--- config.mk ---
export PLATFORM = sky130hd
export DESIGN_NAME = spi_slave
export DESIGN_NICKNAME = d
export VERILOG_FILES = /design/src/rtl/spi_slave.sv
export SDC_FILE = /design/constraint.sdc
export NUM_CORES = 1
export LEC_CHECK = 0
export CELL_PAD_IN_SITES_DETAIL_PLACEMENT = 1
export CELL_PAD_IN_SITES_GLOBAL_PLACEMENT = 2
export CORE_UTILIZATION = 34
export DETAILED_ROUTE_END_ITERATION = 10
export HOLD_SLACK_MARGIN = 0.06
export MAX_ROUTING_LAYER = met4
export PLACE_DENSITY = 0.9
export SYNTH_ARGS = -nofsm -noshare
export SYNTH_HDL_FRONTEND = slang
export SYNTH_SLANG_ARGS = --single-unit
export TNS_END_PERCENT = 20
--- constraint.sdc ---
create_clock -name clk -period 3.5 [get_ports clk]
set_input_delay 0.35 -clock clk [delete_from_list [all_inputs] [get_ports clk]]
set_output_delay 0.35 -clock clk [all_outputs]
set_load 0.02 [all_outputs]
--- src/rtl/spi_slave.sv ---
// spi_slave: SPI target endpoint that oversamples sclk/cs_n/mosi with the system clock.
// Define SPI_SLAVE_OVERRUN_EN to enable the sticky receive-overrun flag driven by rx_ack.
package spi_pkg;

  typedef enum logic [1:0] {
    SPI_FRAME_SIZE_8  = 2'd0,
    SPI_FRAME_SIZE_16 = 2'd1,
    SPI_FRAME_SIZE_32 = 2'd2
  } spi_frame_size_t;

  typedef enum logic {
    MSB_FIRST = 1'b0,
    LSB_FIRST = 1'b1
  } spi_bit_order_t;

  typedef struct packed {
    logic [15:0]     prescaler;
    logic [1:0]      spi_mode;
    spi_frame_size_t spi_frame_size;
    spi_bit_order_t  bit_order;
  } spi_config_t;

endpackage

module spi_slave #(
  parameter int SYNC_STAGES = 2
) (
  input  logic                clk,
  input  logic                rst,
  input  spi_pkg::spi_config_t spi_config,
  input  logic                sclk,
  input  logic                cs_n,
  input  logic                mosi,
  output logic                miso,
  output logic                miso_oe,
  input  logic [31:0]         tx_data,
  output logic [31:0]         rx_data,
  output logic                rx_valid,
  input  logic                rx_ack,
  output logic                rx_overrun,
  output logic                busy
);
  import spi_pkg::*;

  localparam int SYNC_N = (SYNC_STAGES < 2) ? 2 : SYNC_STAGES;

  typedef enum logic {IDLE, ACTIVE} state_t;

  function automatic logic [5:0] frame_len(input spi_frame_size_t s);
    case (s)
      SPI_FRAME_SIZE_8:  return 6'd8;
      SPI_FRAME_SIZE_16: return 6'd16;
      default:           return 6'd32;
    endcase
  endfunction

  function automatic logic [31:0] frame_mask(input logic [5:0] n);
    return (n == 6'd32) ? 32'hFFFF_FFFF : ((32'd1 << n) - 32'd1);
  endfunction

  function automatic logic head_bit(input logic [31:0] w, input logic [5:0] n,
                                    input spi_bit_order_t o);
    logic [4:0] top;
    top = 5'(n - 6'd1);
    return (o == LSB_FIRST) ? w[0] : w[top];
  endfunction

  function automatic logic [31:0] tx_advance(input logic [31:0] w, input spi_bit_order_t o);
    return (o == LSB_FIRST) ? (w >> 1) : (w << 1);
  endfunction

  function automatic logic [31:0] rx_insert(input logic [31:0] w, input logic b,
                                            input logic [5:0] n, input spi_bit_order_t o);
    logic [31:0] r;
    logic [4:0]  top;
    top = 5'(n - 6'd1);
    if (o == LSB_FIRST) begin
      r      = w >> 1;
      r[top] = b;
    end else begin
      r = {w[30:0], b};
    end
    return r & frame_mask(n);
  endfunction

  // Input synchronisers; cs_n resets to "selected" so a cs_n still held low after
  // reset never looks like a fresh falling edge.
  logic [SYNC_N-1:0] sclk_sync, cs_sync, mosi_sync;
  logic              sclk_q, cs_q;

  always_ff @(posedge clk) begin
    if (rst) begin
      sclk_sync <= '0;
      cs_sync   <= '0;
      sclk_q    <= 1'b0;
      cs_q      <= 1'b0;
    end else begin
      sclk_sync <= {sclk_sync[SYNC_N-2:0], sclk};
      cs_sync   <= {cs_sync[SYNC_N-2:0], cs_n};
      sclk_q    <= sclk_sync[SYNC_N-1];
      cs_q      <= cs_sync[SYNC_N-1];
    end
  end

  always_ff @(posedge clk) begin
    mosi_sync <= {mosi_sync[SYNC_N-2:0], mosi};
  end

  logic sclk_s, cs_s, mosi_s;
  logic sclk_rise, sclk_fall, cs_fall, cs_rise;

  assign sclk_s    = sclk_sync[SYNC_N-1];
  assign cs_s      = cs_sync[SYNC_N-1];
  assign mosi_s    = mosi_sync[SYNC_N-1];
  assign sclk_rise = sclk_s & ~sclk_q;
  assign sclk_fall = ~sclk_s & sclk_q;
  assign cs_fall   = ~cs_s & cs_q;
  assign cs_rise   = cs_s & ~cs_q;

  // Edge roles from the configuration latched at frame start
  state_t          state;
  logic [1:0]      cfg_mode;
  spi_frame_size_t cfg_size;
  spi_bit_order_t  cfg_order;
  logic [5:0]      n_bits, bit_cnt;
  logic [31:0]     tx_sh, rx_sh, tx_nxt, rx_nxt;
  logic            fresh;
  logic            lead_edge, trail_edge, sample_edge, shift_edge, last_bit, frame_done;

  assign n_bits      = frame_len(cfg_size);
  assign lead_edge   = cfg_mode[1] ? sclk_fall : sclk_rise;
  assign trail_edge  = cfg_mode[1] ? sclk_rise : sclk_fall;
  assign sample_edge = cfg_mode[0] ? trail_edge : lead_edge;
  assign shift_edge  = cfg_mode[0] ? lead_edge : trail_edge;
  assign last_bit    = (bit_cnt == n_bits - 6'd1);
  assign frame_done  = (state == ACTIVE) && sample_edge && last_bit;
  assign rx_nxt      = rx_insert(rx_sh, mosi_s, n_bits, cfg_order);
  assign tx_nxt      = tx_advance(tx_sh, cfg_order);

  // fresh marks a freshly loaded tx word whose first bit has not yet been put on
  // miso by a shift edge; that edge presents the head bit instead of advancing.
  always_ff @(posedge clk) begin
    if (rst) begin
      state     <= IDLE;
      cfg_mode  <= 2'd0;
      cfg_size  <= SPI_FRAME_SIZE_8;
      cfg_order <= MSB_FIRST;
      bit_cnt   <= 6'd0;
      fresh     <= 1'b0;
      rx_data   <= 32'd0;
      rx_valid  <= 1'b0;
      miso      <= 1'b0;
      miso_oe   <= 1'b0;
      busy      <= 1'b0;
    end else begin
      rx_valid <= 1'b0;
      case (state)
        IDLE: begin
          if (cs_fall) begin
            state     <= ACTIVE;
            cfg_mode  <= spi_config.spi_mode;
            cfg_size  <= spi_config.spi_frame_size;
            cfg_order <= spi_config.bit_order;
            tx_sh     <= tx_data;
            miso      <= head_bit(tx_data, frame_len(spi_config.spi_frame_size),
                                  spi_config.bit_order);
            fresh     <= spi_config.spi_mode[0];
            bit_cnt   <= 6'd0;
            busy      <= 1'b1;
            miso_oe   <= 1'b1;
          end
        end
        ACTIVE: begin
          if (sample_edge) begin
            rx_sh <= rx_nxt;
            if (last_bit) begin
              bit_cnt  <= 6'd0;
              rx_data  <= rx_nxt;
              rx_valid <= 1'b1;
              tx_sh    <= tx_data;
              fresh    <= 1'b1;
            end else begin
              bit_cnt <= bit_cnt + 6'd1;
            end
          end
          if (shift_edge) begin
            if (fresh) begin
              miso  <= head_bit(tx_sh, n_bits, cfg_order);
              fresh <= 1'b0;
            end else begin
              tx_sh <= tx_nxt;
              miso  <= head_bit(tx_nxt, n_bits, cfg_order);
            end
          end
          if (cs_rise) begin
            state   <= IDLE;
            bit_cnt <= 6'd0;
            fresh   <= 1'b0;
            busy    <= 1'b0;
            miso_oe <= 1'b0;
            miso    <= 1'b0;
          end
        end
        default: state <= IDLE;
      endcase
    end
  end

`ifdef SPI_SLAVE_OVERRUN_EN
  logic pending;

  always_ff @(posedge clk) begin
    if (rst) begin
      pending    <= 1'b0;
      rx_overrun <= 1'b0;
    end else if (frame_done) begin
      pending <= 1'b1;
      if (pending && !rx_ack) rx_overrun <= 1'b1;
    end else if (rx_ack) begin
      pending <= 1'b0;
    end
  end
`else
  logic unused_ack;
  logic unused_done;
  assign unused_ack  = rx_ack;
  assign unused_done = frame_done;
  assign rx_overrun  = 1'b0;
`endif

  logic unused_cfg;
  assign unused_cfg = ^spi_config.prescaler;

endmodule
==> results of run 1 <==
## per-layer routing
layer  wire length [um]  track usage (%)
met1               5820             18.4
met2               7080             29.2
met3                487             4.40
met4                205             5.81
met5                  0                -
## worst min path at each step
stage          depth (start not counted)            startpoint              endpoint  slack [ns]
2_1_floorplan                          0  mosi_sync[0]$_DFF_P_  mosi_sync[1]$_DFF_P_        0.31
3_3_place_gp                           0  mosi_sync[0]$_DFF_P_  mosi_sync[1]$_DFF_P_        0.32
3_5_place_dp                           0  mosi_sync[0]$_DFF_P_  mosi_sync[1]$_DFF_P_        0.32
4_1_cts                                2                   rst       cs_q$_SDFF_PP0_        0.28
5_1_grt                                2                   rst     busy$_SDFFE_PP0P_        0.30
6_report                               2                   rst       cs_q$_SDFF_PP0_        0.30
## per-stage QoR
stage	setup slack, ns	std cells	hold slack (ns)	instance area (um^2)
finish	0.675	844	0.296	7240
CTS	0.211	844	0.285	7240
global placement	0.445	812	0.318	6600
global route	0.464	844	0.302	7240
floorplan	0.583	549	0.310	5680
detailed placement	0.232	812	0.324	6600
## sequential cells by signal (all words and copies together), names as in the netlist
signal     flops
rx_valid       1
miso           1
tx_sh         32
sclk_q         1
cfg_mode       2
cs_q           1
bit_cnt        6
busy           1
sclk_sync      2
state          1
cfg_order      1
fresh          1
cfg_size       2
rx_data       32
cs_sync        2
mosi_sync      2
rx_sh         32
## kinds of logic after synthesis
kind of cell,after synthesis,share of synthesized area (%)
xor gates and xnor gates,4,0.859
DFF,120,53.5
and+or+nand+nor,175,13.6
other,1,0.0660
muxes,71,14.0
AOI/OAI and AO/OA,128,12.9
buffers and inverters,46,4.16
adders and majority gates,4,0.881
## cell usage in the layout (no fill, tap or decap), types with 2 or more instances in the layout
cell type	Yosys	routed
sky130_fd_sc_hd__a21oi_1	77	77
sky130_fd_sc_hd__clkdlybuf4s50_1	0	76
sky130_fd_sc_hd__nand2_1	73	73
sky130_fd_sc_hd__edfxtp_1	64	64
sky130_fd_sc_hd__nor2_1	62	60
sky130_fd_sc_hd__dfxtp_1	56	55
sky130_fd_sc_hd__mux2_2	37	37
sky130_fd_sc_hd__o22ai_1	33	33
sky130_fd_sc_hd__mux2i_1	31	31
sky130_fd_sc_hd__clkbuf_16	0	19
sky130_fd_sc_hd__nor2b_1	15	15
sky130_fd_sc_hd__buf_4	2	10
sky130_fd_sc_hd__nand2b_1	5	5
sky130_fd_sc_hd__inv_1	5	5
sky130_fd_sc_hd__o21ai_0	5	5
sky130_fd_sc_hd__clkbuf_8	0	5
sky130_fd_sc_hd__nor3_1	4	4
sky130_fd_sc_hd__ha_1	4	4
sky130_fd_sc_hd__clkinv_2	0	4
sky130_fd_sc_hd__nand3_1	3	3
sky130_fd_sc_hd__and2_1	2	2
sky130_fd_sc_hd__xor2_1	2	2
sky130_fd_sc_hd__nor2_2	0	2
sky130_fd_sc_hd__and3_1	2	2
sky130_fd_sc_hd__nor3b_1	2	2
sky130_fd_sc_hd__or4b_1	2	2
sky130_fd_sc_hd__o2111ai_1	2	2
sky130_fd_sc_hd__mux4_2	2	2
sky130_fd_sc_hd__bufinv_16	0	2
## final cells by class
class,instances,area share [%]
inverter,5,0.259
sequential,120,42.1
tap,216,3.73
clock buffer,25,7.57
clock inverter,7,1.16
multi-input combinational,383,33.3
timing repair buffer,88,11.9
## report_power, final
part | leakage [nW] | total [mW] | internal [mW] | switching, mW
clock network | 0.317 | 1.83 | 1.22 | 0.612
logic | 1.05 | 0.193 | 0.0986 | 0.0943
registers | 1.04 | 1.51 | 1.50 | 0.0150
## cell usage after synthesis, types with 2 or more instances
cell                         n
sky130_fd_sc_hd__a21oi_1    77
sky130_fd_sc_hd__and2_1      2
sky130_fd_sc_hd__and3_1      2
sky130_fd_sc_hd__buf_1       3
sky130_fd_sc_hd__buf_2      15
sky130_fd_sc_hd__buf_4       2
sky130_fd_sc_hd__buf_6       5
sky130_fd_sc_hd__clkbuf_1   16
sky130_fd_sc_hd__dfxtp_1    56
sky130_fd_sc_hd__edfxtp_1   64
sky130_fd_sc_hd__ha_1        4
sky130_fd_sc_hd__inv_1       5
sky130_fd_sc_hd__mux2_2     37
sky130_fd_sc_hd__mux2i_1    31
sky130_fd_sc_hd__mux4_2      2
sky130_fd_sc_hd__nand2_1    73
sky130_fd_sc_hd__nand2b_1    5
sky130_fd_sc_hd__nand3_1     3
sky130_fd_sc_hd__nor2_1     62
sky130_fd_sc_hd__nor2b_1    15
sky130_fd_sc_hd__nor3_1      4
sky130_fd_sc_hd__nor3b_1     2
sky130_fd_sc_hd__o2111ai_1   2
sky130_fd_sc_hd__o21ai_0     5
sky130_fd_sc_hd__o22ai_1    33
sky130_fd_sc_hd__or4b_1      2
sky130_fd_sc_hd__xor2_1      2
## worst max-delay path: stages (launching register included)
cell and delay, ns:
sky130_fd_sc_hd__dfxtp_1 0.40, sky130_fd_sc_hd__nor2_1 0.20, sky130_fd_sc_hd__inv_1 0.09, sky130_fd_sc_hd__ha_1 0.59
sky130_fd_sc_hd__xor2_1 0.19, sky130_fd_sc_hd__o2111a_1 0.24, sky130_fd_sc_hd__a22o_2 0.59, sky130_fd_sc_hd__o22ai_1 0.18
sky130_fd_sc_hd__a21oi_1 0.18
==> reports/summary.json, run 1 <==
{
  "critical_path.max_fanout": 32,
  "horiz_die_dim_um": 131,
  "status": "finished, final reports clean",
  "synth_sequential_area_ratio_pct": 53.5,
  "worstSkewPairLatency_ns": 0.42,
  "cellLeakagePower_nw": 2.41,
  "max-cap-violations": 0,
  "timing.final.crit_period_ns": 2.83,
  "path_class": "register to register",
  "dr.first_iter.drc_count": 170,
  "drive_gt1_share_pct": 14.5,
  "initial_utilization_pct": 35.3,
  "routed_wire_length_per_instance_um": 16.1,
  "critical_path.reg2reg.endpoint": "tx_sh[8]$_DFFE_PP_",
  "report.final.setup_viol": 0,
  "synth_top_area_share_pct": 33.8,
  "synth-async-reset-ratio_pct": 0,
  "cts_inserted_buffers": 17,
  "synth_edf_count": 64,
  "detailed_place_hpwl_mm": 8.98,
  "number_of_global_route_vias_before_repair": 4487,
  "top_level_ports": 96,
  "final_antenna_net_count": 0,
  "timing.hold.worst.class": "primary input to register",
  "cts-root-buf": "sky130_fd_sc_hd__clkbuf_16",
  "synth_cell_types": 47,
  "floorplan.die.height_um": 131,
  "total_of_fill_cells_in_the_finished_design": 1785,
  "grt_overflow_total": 0,
  "cts.hold.buffers_added": 0,
  "r2r_cells": 8,
  "min_period_over_period_pct": 80.7,
  "worst_ir_drop_vdd_mv": 0.337,
  "dr.pass1.iters": 4,
  "detail_route.vias_per_cell": 5.07,
  "r2r_start": "cfg_size[1]$_SDFFE_PP0P_",
  "ctsLongestPathBuffers": 2,
  "gr-usage-all-layers_pct": 16.7,
  "yosys_warnings": 0,
  "syn_inst": 549,
  "synth.ff_latch_count": 120,
  "syn-mean-instance-area_um2": 10.4,
  "worst_ep_required_time_ns": 3.77,
  "synthesis.nets": 612,
  "route.detailed.drc": 0,
  "multi_input_area_mm2": 0.00241,
  "cp-start-kind": "register",
  "power.total_mw": 3.54,
  "grt_pass1_wl_mm": 22.2,
  "crit_path_start": "cfg_size[1]$_SDFFE_PP0P_",
  "finalMaxSlewViolations": 0,
  "final-seq-area_mm2": 0.00304,
  "yosys.area.top_type": "sky130_fd_sc_hd__edfxtp_1",
  "fmaxAchievable_ghz": 0.354,
  "final_util_pct": 44.9,
  "yosys-top-cells-area": "sky130_fd_sc_hd__edfxtp_1, sky130_fd_sc_hd__dfxtp_1, sky130_fd_sc_hd__mux2_2",
  "fin_nets": 678,
  "tightestPinTransition_ns": 0.817,
  "grt_antenna_before_repair": 0,
  "setup_skew_ns": 0.00581,
  "hold_viol_final": 0,
  "drt_wl_total_mm": 13.6,
  "syn2layout_area_growth_pct": 27.3,
  "crit_path_end_kind": "register",
  "post_cts_setup_buffers": 0,
  "fin_tns_setup_ns": 0,
  "htree_levels": 4,
  "die-area_mm2": 0.0172,
  "r2r_setup_slack_ns": 0.67,
  "dr_total_vias": 4280,
  "cts.clk_slew.worst_paths_ns": 0.05,
  "diodes": 0,
  "maxSlewHeadroom_pct": 45.5,
  "grt_start_max_net_pins": 48,
  "dominantRegCellSynth": "sky130_fd_sc_hd__edfxtp_1",
  "grt_setup_unrepaired": "no",
  "power_density_mw_per_mm2": 489,
  "clock-sinks": 120,
  "row_count": 46,
  "netlist_area_mm2": 0.00568,
  "routabilityCongestion": 0.708,
  "clock_tree_from_tritoncts": "done",
  "core_region_area_mm2": 0.0161,
  "cts.repair.resized": 0,
  "io_buffer_count": 77,
  "cp.arrival_ns": 3.09,
  "worst_setup_path_endpoint": "tx_sh[8]$_DFFE_PP_"
}
No activity file was read; power rests on OpenSTA's default activity.
==> run 2, diff against run 1 <==
Clock period 3.5 ns to 2.9 ns, I/O delays scaled along.
==> reports/summary.json, run 2 (synthesis results as in run 1) <==
{
  "grt_setup_unrepaired": {"value": "no", "change": "unchanged"},
  "crit_slowest_cell": {"value": "sky130_fd_sc_hd__dfxtp_1", "change": "was sky130_fd_sc_hd__ha_1"},
  "final_design_area_no_fill": {"value": 0.00720, "unit": "mm^2", "change": "was 0.00724 mm^2"},
  "r2r_cells": {"value": 9, "change": "was 8"},
  "number_of_global_route_vias_before_repair": {"value": 4523, "change": "was 4487"},
  "layout_top_registers": {"value": "rx_data x32, rx_sh x32, tx_sh x32", "change": "unchanged"},
  "fin_tns_setup": {"value": 0, "unit": "ns", "change": "unchanged"},
  "ctsLongestPathBuffers": {"value": 2, "change": "unchanged"},
  "cellLeakagePower": {"value": 2.40, "unit": "nW", "change": "was 2.41 nW"},
  "cp.arrival": {"value": 2.82, "unit": "ns", "change": "was 3.09 ns"},
  "comb_power_share": {"value": 5.7, "unit": "%", "change": "was 5.5%"},
  "setup_skew": {"value": 0.00608, "unit": "ns", "change": "was 0.00581 ns"},
  "tightestPinTransition": {"value": 0.800, "unit": "ns", "change": "was 0.817 ns"},
  "core_region_area": {"value": 0.0161, "unit": "mm^2", "change": "unchanged"},
  "timing.final.crit_period": {"value": 2.56, "unit": "ns", "change": "was 2.83 ns"},
  "critical_path.reg2reg.endpoint": {"value": "tx_sh[6]$_DFFE_PP_", "change": "was tx_sh[8]$_DFFE_PP_"},
  "timing.hold.worst.class": {"value": "primary input to register", "change": "unchanged"},
  "clock-sinks": {"value": 120, "change": "unchanged"},
  "syn2layout_area_growth": {"value": 26.7, "unit": "%", "change": "was 27.3%"},
  "finalMaxSlewViolations": {"value": 0, "change": "unchanged"},
  "cts_inserted_buffers": {"value": 17, "change": "unchanged"},
  "detail_route.vias_per_cell": {"value": 5.06, "change": "was 5.07"},
  "worst_setup_path_endpoint": {"value": "tx_sh[6]$_DFFE_PP_", "change": "was tx_sh[8]$_DFFE_PP_"},
  "final_antenna_net_count": {"value": 0, "change": "unchanged"},
  "min_period_over_period": {"value": 88.2, "unit": "%", "change": "was 80.7%"},
  "place_area": {"value": 0.00663, "unit": "mm^2", "change": "was 0.00660 mm^2"},
  "dr.first_iter.drc_count": {"value": 200, "change": "was 170"},
  "critical_path_cell_count": {"value": 9, "change": "was 8"},
  "cts.hold.buffers_added": {"value": 0, "change": "unchanged"},
  "gr-usage-all-layers": {"value": 16.7, "unit": "%", "change": "about the same"},
  "routabilityCongestion": {"value": 0.770, "change": "was 0.708"},
  "diodes": {"value": 0, "change": "unchanged"},
  "worstSkewPairLatency": {"value": 0.42, "unit": "ns", "change": "about the same"},
  "grt_antenna_before_repair": {"value": 0, "change": "unchanged"},
  "htree_levels": {"value": 4, "change": "unchanged"},
  "detailed_place_hpwl": {"value": 9.14, "unit": "mm", "change": "was 8.98 mm"},
  "worst_ir_drop_vdd": {"value": 0.397, "unit": "mV", "change": "was 0.337 mV"},
  "horiz_die_dim": {"value": 131, "unit": "um", "change": "unchanged"},
  "clock_tree_from_tritoncts": {"value": "done", "change": "unchanged"},
  "final_cell_mix": {"value": "sky130_fd_sc_hd__a21oi_1, sky130_fd_sc_hd__clkdlybuf4s50_1, sky130_fd_sc_hd__nand2_1", "change": "unchanged"},
  "worstPathBufferInverterCount": {"value": 2, "change": "was 1"},
  "clockPowerShare": {"value": 49.7, "unit": "%", "change": "was 51.8%"},
  "top_level_ports": {"value": 96, "change": "unchanged"},
  "path_class": {"value": "register to register", "change": "unchanged"},
  "worst_ep_required_time": {"value": 3.17, "unit": "ns", "change": "was 3.77 ns"},
  "route.detailed.drc": {"value": 0, "change": "unchanged"},
  "floorplan.die.height": {"value": 131, "unit": "um", "change": "unchanged"},
  "cp-start-kind": {"value": "register", "change": "unchanged"},
  "critical_path.max_fanout": {"value": 32, "change": "unchanged"},
  "net_sw_share": {"value": 21.2, "unit": "%", "change": "was 20.4%"},
  "initial_utilization": {"value": 35.3, "unit": "%", "change": "unchanged"},
  "critical-path-max-stage-delay": {"value": 0.40, "unit": "ns", "change": "was 0.59 ns"},
  "net-switching-power": {"value": 0.869, "unit": "mW", "change": "was 0.721 mW"},
  "cp_top_family": {"value": "compound AO/OA/AOI/OAI gates", "change": "unchanged"},
  "grt_pass1_wl": {"value": 22.2, "unit": "mm", "change": "about the same"},
  "cts.repair.resized": {"value": 0, "change": "unchanged"},
  "maxSlewHeadroom": {"value": 46.7, "unit": "%", "change": "was 45.5%"},
  "crit_path_start": {"value": "cfg_size[1]$_SDFFE_PP0P_", "change": "unchanged"},
  "drt_wl_total": {"value": 13.5, "unit": "mm", "change": "was 13.6 mm"},
  "crit_path_end_kind": {"value": "register", "change": "unchanged"},
  "power_share_of_the_sequential_group": {"value": 44.5, "unit": "%", "change": "was 42.8%"},
  "dr.pass1.iters": {"value": 4, "change": "unchanged"},
  "report.final.setup_viol": {"value": 0, "change": "unchanged"},
  "routed_wire_length_per_instance": {"value": 16.0, "unit": "um", "change": "was 16.1 um"},
  "drive_gt1_share": {"value": 14.9, "unit": "%", "change": "was 14.5%"},
  "dr_total_vias": {"value": 4282, "change": "was 4280"},
  "finalHoldWorstSlack": {"value": 0.316, "unit": "ns", "change": "was 0.296 ns"},
  "r2r_start": {"value": "cfg_size[1]$_SDFFE_PP0P_", "change": "unchanged"},
  "fmaxAchievable": {"value": 0.391, "unit": "GHz", "change": "was 0.354 GHz"},
  "max-cap-violations": {"value": 0, "change": "unchanged"},
  "cts.clk_slew.worst_paths": {"value": 0.06, "unit": "ns", "change": "was 0.05 ns"},
  "fin_nets": {"value": 681, "change": "was 678"},
  "hold_viol_final": {"value": 0, "change": "unchanged"},
  "crit_chain": {"value": "nor2_1 -> inv_1 -> ha_1 -> xor2_1 -> o2111a_1 -> a22o_1 -> buf_4 -> o22ai_1 -> a21oi_1", "change": "was nor2_1 -> inv_1 -> ha_1 -> xor2_1 -> o2111a_1 -> a22o_2 -> o22ai_1 -> a21oi_1"},
  "cts-root-buf": {"value": "sky130_fd_sc_hd__clkbuf_16", "change": "unchanged"},
  "row_count": {"value": 46, "change": "unchanged"},
  "grt_start_max_net_pins": {"value": 37, "change": "was 48"},
  "io_buffer_count": {"value": 77, "change": "unchanged"},
  "die-area": {"value": 0.0172, "unit": "mm^2", "change": "unchanged"},
  "r2r_setup_slack": {"value": 0.34, "unit": "ns", "change": "was 0.67 ns"},
  "power_density": {"value": 570, "unit": "mW/mm^2", "change": "was 489 mW/mm^2"},
  "status": {"value": "finished, final reports clean", "change": "unchanged"},
  "post_cts_setup_buffers": {"value": 0, "change": "unchanged"},
  "grt_overflow_total": {"value": 0, "change": "unchanged"},
  "p_int": {"value": 3.23, "unit": "mW", "change": "was 2.82 mW"},
  "layout_commonest_cell": {"value": "sky130_fd_sc_hd__a21oi_1", "change": "unchanged"}
}
==> run 2: changes by cell type in the layout (fill, tap and decap cells not counted), sizes merged <==
cell,previous run,this run
clkbuf,25,24
bufinv,2,1
buf,12,15
clkinv,5,6
inv,5,6
==> run 2: metrics by stage <==
| stage | total power [mW] | std cells | util [%] | setup slack [ns] |
|---|---|---|---|---|
| global route | 4.24 | 847 | 44.7 | 0.181 |
| CTS | 4.15 | 847 | 44.7 | 0.338 |
| floorplan | 2.00 | 549 | - | 0.230 |
| finish | 4.10 | 847 | 44.7 | 0.343 |
| global placement | 2.09 | 815 | 41.1 | 0.531 |
| detailed placement | 2.10 | 815 | 41.1 | 0.365 |
==> run 2: worst reg2reg max path: cells and delay by family (launching register included) <==
family,cells,cell delay [ns]
buffers and inverters,2,0.42
DFF,1,0.40
AOI/OAI and AO/OA,4,0.93
and+or+nand+nor,1,0.19
adders and majority gates,1,0.32
xor gates and xnor gates,1,0.16
==> run 2: layout make-up <==
class / count / area (um^2)
timing repair buffer: 91 / 883
tap: 216 / 270
fill: 1770 / 8910
clock buffer: 24 / 512
multi-input combinational: 383 / 2410
inverter: 5 / 18.8
clock inverter: 8 / 66.3
sequential: 120 / 3040
==> run 2: worst min path at each step <==
stage / startpoint / end / slack, ns / depth (start not counted)
after floorplan: mosi_sync[0]$_DFF_P_ / mosi_sync[1]$_DFF_P_ / 0.31 / 0
after global placement: mosi_sync[0]$_DFF_P_ / mosi_sync[1]$_DFF_P_ / 0.32 / 0
after detailed placement: mosi_sync[0]$_DFF_P_ / mosi_sync[1]$_DFF_P_ / 0.32 / 0
after CTS: mosi / mosi_sync[0]$_DFF_P_ / 0.31 / 1
after global routing: mosi / mosi_sync[0]$_DFF_P_ / 0.32 / 1
final: rst / cs_q$_SDFF_PP0_ / 0.32 / 2
==> run 2: power groups by stage <==
stage	clock (mW)	sequential [mW]	combinational [mW]
global placement	0	1.86	0.226
floorplan	0	1.85	0.145
detailed placement	0	1.86	0.235
finish	2.04	1.83	0.235
CTS	2.09	1.83	0.238
global route	2.15	1.83	0.257
==> run 2: layer usage <==
| metal | track usage, % | up-vias | wire [um] |
|---|---|---|---|
| met3 | 4.36 | 16 | 506 |
| met1 | 19.3 | 2084 | 6130 |
| met5 | - | - | 0 |
| met2 | 28.2 | 83 | 6740 |
| li1 | - | 2099 | - |
| met4 | 5.68 | 0 | 167 |
